<file path="config.mk">
export PLATFORM = sky130hd
export DESIGN_NAME = seg7_scan_decoder
export DESIGN_NICKNAME = d
export VERILOG_FILES = /design/src/rtl/seg7_pkg.sv /design/src/rtl/seg7_decode.sv /design/src/rtl/seg7_scan_decoder.sv
export SDC_FILE = /design/constraint.sdc
export NUM_CORES = 1
export LEC_CHECK = 0
export ABC_AREA = 0
export CAP_MARGIN = 10
export CORE_MARGIN = 10
export CORE_UTILIZATION = 30
export DETAILED_ROUTE_END_ITERATION = 7
export PLACE_DENSITY = 0.46
export SYNTH_ARGS = -nofsm -noshare
export SYNTH_HDL_FRONTEND = slang
export SYNTH_SLANG_ARGS = --single-unit
</file>
<file path="constraint.sdc">
create_clock -name clk -period 2.7 [get_ports clk]
set_input_delay 0.27 -clock clk [delete_from_list [all_inputs] [get_ports clk]]
set_output_delay 0.27 -clock clk [all_outputs]
set_load 0.02 [all_outputs]
</file>
<file path="src/rtl/seg7_pkg.sv">
// Shared 7-segment code table (active-low, gfedcba) and decode result types.
// Both the encoder and this decoder take their segment codes from here.
package seg7_pkg;

    localparam logic [6:0] SEG_0     = 7'b1000000;
    localparam logic [6:0] SEG_1     = 7'b1111001;
    localparam logic [6:0] SEG_2     = 7'b0100100;
    localparam logic [6:0] SEG_3     = 7'b0110000;
    localparam logic [6:0] SEG_4     = 7'b0011001;
    localparam logic [6:0] SEG_5     = 7'b0010010;
    localparam logic [6:0] SEG_6     = 7'b0000010;
    localparam logic [6:0] SEG_7     = 7'b1111000;
    localparam logic [6:0] SEG_8     = 7'b0000000;
    localparam logic [6:0] SEG_9     = 7'b0011000;
    localparam logic [6:0] SEG_BLANK = 7'b1111111;

    typedef enum logic [1:0] {
        NUMERAL,
        BLANK,
        INVALID
    } seg_class_t;

    typedef struct packed {
        seg_class_t cls;
        logic [3:0] value;
    } seg_dec_t;

endpackage

</file>
<file path="src/rtl/seg7_decode.sv">
// Combinational segment-pattern classifier: numeral (with BCD value), blank,
// or invalid. Value is zero for anything that is not a numeral.
module seg7_decode
    import seg7_pkg::*;
(
    input  logic [6:0] seg,
    output seg_dec_t   dec
);

    always_comb begin
        dec.cls   = NUMERAL;
        dec.value = 4'd0;
        case (seg)
            SEG_0:     dec.value = 4'd0;
            SEG_1:     dec.value = 4'd1;
            SEG_2:     dec.value = 4'd2;
            SEG_3:     dec.value = 4'd3;
            SEG_4:     dec.value = 4'd4;
            SEG_5:     dec.value = 4'd5;
            SEG_6:     dec.value = 4'd6;
            SEG_7:     dec.value = 4'd7;
            SEG_8:     dec.value = 4'd8;
            SEG_9:     dec.value = 4'd9;
            SEG_BLANK: dec.cls   = BLANK;
            default:   dec.cls   = INVALID;
        endcase
    end

endmodule

</file>
<file path="src/rtl/seg7_scan_decoder.sv">
// Recovers BCD digits from a multiplexed active-low 7-segment bus, accepting a
// pattern only after it has been sampled STABLE times in a row.
module seg7_scan_decoder
    import seg7_pkg::*;
#(
    parameter int NDIG   = 4,
    parameter int STABLE = 3
) (
    input  logic                clk,
    input  logic                reset,
    input  logic [6:0]          hex,
    input  logic [NDIG-1:0]     an,
    input  logic                clr_err,
    output logic [4*NDIG-1:0]   digits,
    output logic [NDIG-1:0]     valid,
    output logic [NDIG-1:0]     err,
    output logic                upd
);

    localparam int SW = NDIG + 7;
    localparam int CW = $clog2(STABLE + 1);
    localparam logic [CW-1:0] CNT_MAX = CW'(STABLE);
    localparam logic [CW-1:0] CNT_ONE = CW'(1);

    logic [SW-1:0]          s_q, s_d;
    logic [CW-1:0]          cnt_q, cnt_d;
    logic                   match;
    logic                   commit;
    seg_dec_t               dec;
    logic [NDIG-1:0]        sel;
    logic [NDIG-1:0][3:0]   digits_q, digits_d;
    logic [NDIG-1:0]        valid_q, valid_d;
    logic [NDIG-1:0]        err_q, err_d;
    logic [NDIG-1:0]        chg;
    logic                   upd_q, upd_d;

    // s_q already holds the previous sample, so comparing the incoming sample
    // against it is the "new s equals p" test one edge early, with no lag.
    assign s_d = {an, hex};

    always_comb begin
        match = (s_d == s_q);
        cnt_d = CNT_ONE;
        if (match) begin
            cnt_d = (cnt_q == CNT_MAX) ? CNT_MAX : cnt_q + 1'b1;
        end
        commit = (cnt_d == CNT_MAX) && !(match && (cnt_q == CNT_MAX)) && (|sel);
    end

    seg7_decode u_decode (
        .seg (s_d[6:0]),
        .dec (dec)
    );

    generate
        for (genvar gi = 0; gi < NDIG; gi++) begin : g_digit
            logic [3:0] dig_n;
            logic       val_n;
            logic       err_n;

            assign sel[gi] = (s_d[SW-1:7] == ~(NDIG'(1) << gi));

            always_comb begin
                dig_n = digits_q[gi];
                val_n = valid_q[gi];
                err_n = clr_err ? 1'b0 : err_q[gi];
                if (commit && sel[gi]) begin
                    case (dec.cls)
                        NUMERAL: begin
                            dig_n = dec.value;
                            val_n = 1'b1;
                        end
                        BLANK:   val_n = 1'b0;
                        default: err_n = 1'b1;
                    endcase
                end
            end

            assign digits_d[gi] = dig_n;
            assign valid_d[gi]  = val_n;
            assign err_d[gi]    = err_n;
            assign chg[gi]      = (dig_n != digits_q[gi]) || (val_n != valid_q[gi]);
        end
    endgenerate

    assign upd_d = |chg;

    always_ff @(posedge clk) begin
        if (reset) begin
            s_q      <= '1;
            cnt_q    <= '0;
            digits_q <= '0;
            valid_q  <= '0;
            err_q    <= '0;
            upd_q    <= 1'b0;
        end else begin
            s_q      <= s_d;
            cnt_q    <= cnt_d;
            digits_q <= digits_d;
            valid_q  <= valid_d;
            err_q    <= err_d;
            upd_q    <= upd_d;
        end
    end

    assign digits = digits_q;
    assign valid  = valid_q;
    assign err    = err_q;
    assign upd    = upd_q;

endmodule

</file>
# Word-level counts from Yosys, hierarchy flattened

Cells that the tools add are included.
W data, S select, Z words.

Register bits after elaboration: 38
Input port bits: 14

Add/sub/neg operators: 1
Equal/unequal tests: 26
Muxes and demuxes: 32
Reductions and logical operators: 18

Operators by type and width:

| kind                  | number |
|---|---|
| $pmux W4 S9           | 1 |
| $mux W4               | 8 |
| $eq A7 B7 Y1 const B  | 4 |
| $eq A7 B5 Y1 const B  | 3 |
| $mux W1               | 16 |
| $ne A4 B4 Y1          | 4 |
| $eq A7 B6 Y1 const B  | 2 |
| $eq A4 B4 Y1 const B  | 3 |
| $eq A11 B11 Y1        | 1 |
| $reduce_or A10 Y1     | 1 |
| $pmux W1 S2           | 4 |
| $reduce_or A4 Y1      | 2 |
| $eq A7 B2 Y1 const B  | 1 |
| $logic_and A1 B1 Y1   | 7 |
| $logic_not A7 Y1      | 1 |
| $eq A2 B2 Y1 const B  | 2 |
| $eq A4 B3 Y1 const B  | 1 |
| $logic_or A1 B1 Y1    | 4 |
| $mux W2               | 2 |
| $ne A1 B1 Y1          | 4 |
| $pmux W2 S2           | 1 |
| $add A2 B1 Y2 const B | 1 |
| $eq A2 B1 Y1 const B  | 1 |
| $logic_not A2 Y1      | 1 |
| 2 further kinds       | 2 |

# Logic depth before layout (Yosys ltp)

Depth in word-level cells: 11
Gate-level depth with buffers: 10

# Cells and area by module

A second synthesis with hierarchy kept.

Cell total of the unflattened synthesis: 251
Area, all modules: 2143.3 µm²

By module, submodules not included:

| module            | instances | cells an instance | area an instance (µm²) | seq. area each (µm²) |
|---|---|---|---|---|
| seg7_scan_decoder | 1         | 209               | 1853.0                 | 760.7 |
| seg7_decode       | 1         | 42                | 290.3                  | 0.0 |

# Least setup slack after synthesis

OpenSTA, ideal clock, no wires.

Kind: input to register
From: input hex[5]
To: register upd_q, in the netlist upd
Setup time: 0.132 ns
Arrival: 1.925 ns
Required time: 2.568 ns
Setup slack: 0.642 ns
Stages: 9
Path through: buf_6 > buf_8 > or4b_4 > a31oi_4 > a21oi_2 > xnor2_1 > nor4_1 > a2bb2oi_2 > a41oi_2

Longest elaborated chain between the ends: 10
Elaborated cells between the ends (all ways): 56
Classes of those cells: 21 x eq/ne; 19 x mux; 16 x reduce/logical

Ends and longest elaborated chain:

| what                                                      | RTL line                 | text |
|---|---|---|
| start, declared                                           | seg7_scan_decoder.sv:11  | `input logic [6:0] hex,` |
| branches (longest 9 deep; another with $reduce_or A10 Y1) | -                        |  |
| $reduce_or A4 Y1 (*)                                      | seg7_scan_decoder.sv:86  | `assign upd_d = \|chg;` |
| end signal, assigned                                      | seg7_scan_decoder.sv:102 | `upd_q <= upd_d;` |
| end, declared                                             | seg7_scan_decoder.sv:35  | `logic upd_q, upd_d;` |

Every way passes the cells marked *.
A chain may end at the register's enable or synchronous reset.

# Final worst setup path

From: input hex[0]
To: register digits_q, in the netlist digits[0]

Longest elaborated chain between the ends: 7
Elaborated cells between the ends (all ways): 25
Classes of those cells: 12 x eq/ne; 5 x mux; 8 x reduce/logical

Ends and longest elaborated chain:

| what                                                      | RTL line                | text |
|---|---|---|
| branches (longest 6 deep; another with $reduce_or A10 Y1) | -                       |  |
| $mux W4 (*)                                               | seg7_scan_decoder.sv:67 | `if (commit && sel[gi]) begin` |
| end signal, assigned                                      | seg7_scan_decoder.sv:99 | `digits_q <= digits_d;` |
| end, declared                                             | seg7_scan_decoder.sv:31 | `logic [NDIG-1:0][3:0] digits_q, digits_d;` |

Marks and branches as above.

==> results.ini <==
[outcome]
outcome=finished clean

[yosys]
synthDistinctLibCells=63
syn_inst=247
synth_area_leaders=dfxtp_1, xnor2_1, mux2i_1
syn-cell-area_mm2=0.00223
synth_edf_count=0
synth_nets=261
ys_dominant_reg_cell=dfxtp_1
ys_seq_area_share_pct=34.1
ys_ff_latch=38
synth_warnings=0
ys_async_sr_fraction_pct=0
avgSynthCellArea_um2=9.03
netlist.area_leader.share_pct=34.1
yosys.area.top_type=dfxtp_1

[critical_path]
critPathArrivalTime_ns=2.57
path_max_fanout=10
cp.required_ns=2.91
r2r-start=s_q[5]
r2r_setup_slack_ns=0.73
startpoint_type=input port
path_class=in -> reg
worst_setup_path_end_kind=flop
startpoint=hex[0]

[clocking]
cts_buffers=5
clock-root-buffer=clkbuf_8
clkTransAtPathRegs_ns=0.08
cts.sinks=38
cts_setup_buffers=0
cts-resized-gates=0
clk_latency_ns=0.29
holdBufCountCts=0
htreeDepth=2
cts_tree=done
clockBufferDepth=2

[placement]
dp.cells=393
io_buffers=38
dp_slack_ns=-0.00835
routabilityCongestion=0.799
hpwl_mm=4.54

[sta]
hold_slack_ns=0.489
final_max_slew_viol_count=0
period_needed_ns=2.36
finalHoldViolCount=0
setup_viol=0
period_share_pct=87.6
max_freq_mhz=423
slew_headroom_pct=73.5
worst_slew_pin_slew_ns=0.397
fin_skew_ns=0.00574
rsz0062_at_grt=no
timing.final.ws_setup_ns=0.336

[floorplan]
die_h_um=106
dieArea_mm2=0.0113
core_area_mm2=0.00725
core.rowCount=31
ios=39
initial_utilization_pct=30.7
die_w_um=106

[pwr]
ir_worst_vdd_mv=0.200
cellLeakagePower_uw=0.00113
power_density_mw_per_mm2=449

[layout]
layout.nets=315
stdcell_count=401
syn2layout_area_growth_pct=31.4
drive_above_1_share_pct=23.8
final_cell_mix=dfxtp_1, clkdlybuf4s50_1, buf_4
antenna_cells=0
fillCellCount=766

[drt]
wl_mm=6.02
dr.pass1.iters=4
postRouteAntennaNets=0
drcViolationCount=0
first_iter_violations=86
via_count=1902
vias_per_cell=4.74
wl_per_cell_um=15.0

[global_route]
antenna_found_initial=0
grt_pass1_wl_mm=9.74
track_usage_pct=10.6
grt_pass1_vias=1881
grt_max_degree=39
grt_overflow=0

[hold_path]
min_path_type=reg -> reg
hold_path_startpoint=digits[15]

[job]
drv_cap=0

## cells in the mapped netlist (2+ instances only)
cell and n:
xnor2_2 2, nor3b_1 4, nand2_1 25, nor2_1 26, nand4_1 4, o21ai_1 2, nand2_2 2, dfxtp_1 38
buf_4 4, nor2b_1 5, a21oi_2 2, or2_2 11, buf_6 7, a21oi_1 15, xnor2_1 16, inv_1 2
and3_1 3, buf_2 2, mux2i_1 10, xor2_1 4, nor4_2 2, nand3_1 5, and3_2 2, o21ai_0 3
clkbuf_1 3, a211oi_2 2, nand3b_1 5, nor3_1 5, and3b_1 2
## worst max-delay path, cell delays in order
cell	delay [ns]
clkdlybuf4s50_1	0.59
or4b_1	0.61
a21oi_1	0.17
a311o_1	0.34
nand2_2	0.16
buf_4	0.18
a211oi_1	0.24
## through the flow
| step | instance area [um2] | total power [uW] | utilization, % | TNS (ns) |
|---|---|---|---|---|
| after floorplan | 2230 | 682 | - | 0 |
| after global placement | 2790 | 727 | 38.4 | -0.0560 |
| after detailed placement | 2790 | 727 | 38.4 | -0.00835 |
| after CTS | 2930 | 1340 | 40.4 | 0 |
| after global routing | 2930 | 1370 | 40.4 | 0 |
| final | 2930 | 1320 | 40.4 | 0 |
## final cells by class
cell class	instances	area (um2)	area share (%)
Timing Repair Buffer	65	583	19.9
Clock inverter	2	60.1	2.05
Clock buffer	6	82.6	2.82
Sequential cell	38	761	26.0
Inverter	2	7.51	0.256
Multi-Input combinational cell	189	1310	44.8
Tap cell	99	124	4.23
## cells by family (layout without fill, tap and decap cells)
family | Yosys count | count (layout) | synth area share, %
AOI/OAI and AO/OA | 43 | 43 | 15.5
xor gates and xnor gates | 22 | 22 | 9.31
buffers and inverters | 20 | 75 | 7.07
DFF | 38 | 38 | 34.1
muxes | 10 | 10 | 4.49
and+or+nand+nor | 114 | 114 | 29.5
## layer usage
metal  GRT usage (%)  part of all wire, %  vias to the layer above
li1                -                    -                      970
met1            13.7                   49                      878
met2            16.1                   44                       46
met3            2.96                  5.2                        8
met4            4.74                  2.2                        0
met5               0                    0                        -
## worst paths after layout
path                endpoint  cells past startpoint
setup / recovery   digits[0]                      7
hold / removal    digits[15]                      2
setup reg to reg         upd                      8
hold reg to reg   digits[15]                      2
## power by group
| group | switching, uW | internal (uW) | total [uW] |
|---|---|---|---|
| Combinational | 70.2 | 68.3 | 139 |
| Clock | 209 | 394 | 603 |
| Sequential | 4.92 | 570 | 574 |
| Total | 284 | 1030 | 1320 |
## flip-flops by register name, indices dropped and copies added (netlist names)
| register | flops |
|---|---|
| err | 4 |
| digits | 16 |
| valid | 4 |
| upd | 1 |
| s_q | 11 |
| cnt_q | 2 |
(Power assumes the default switching activity.)
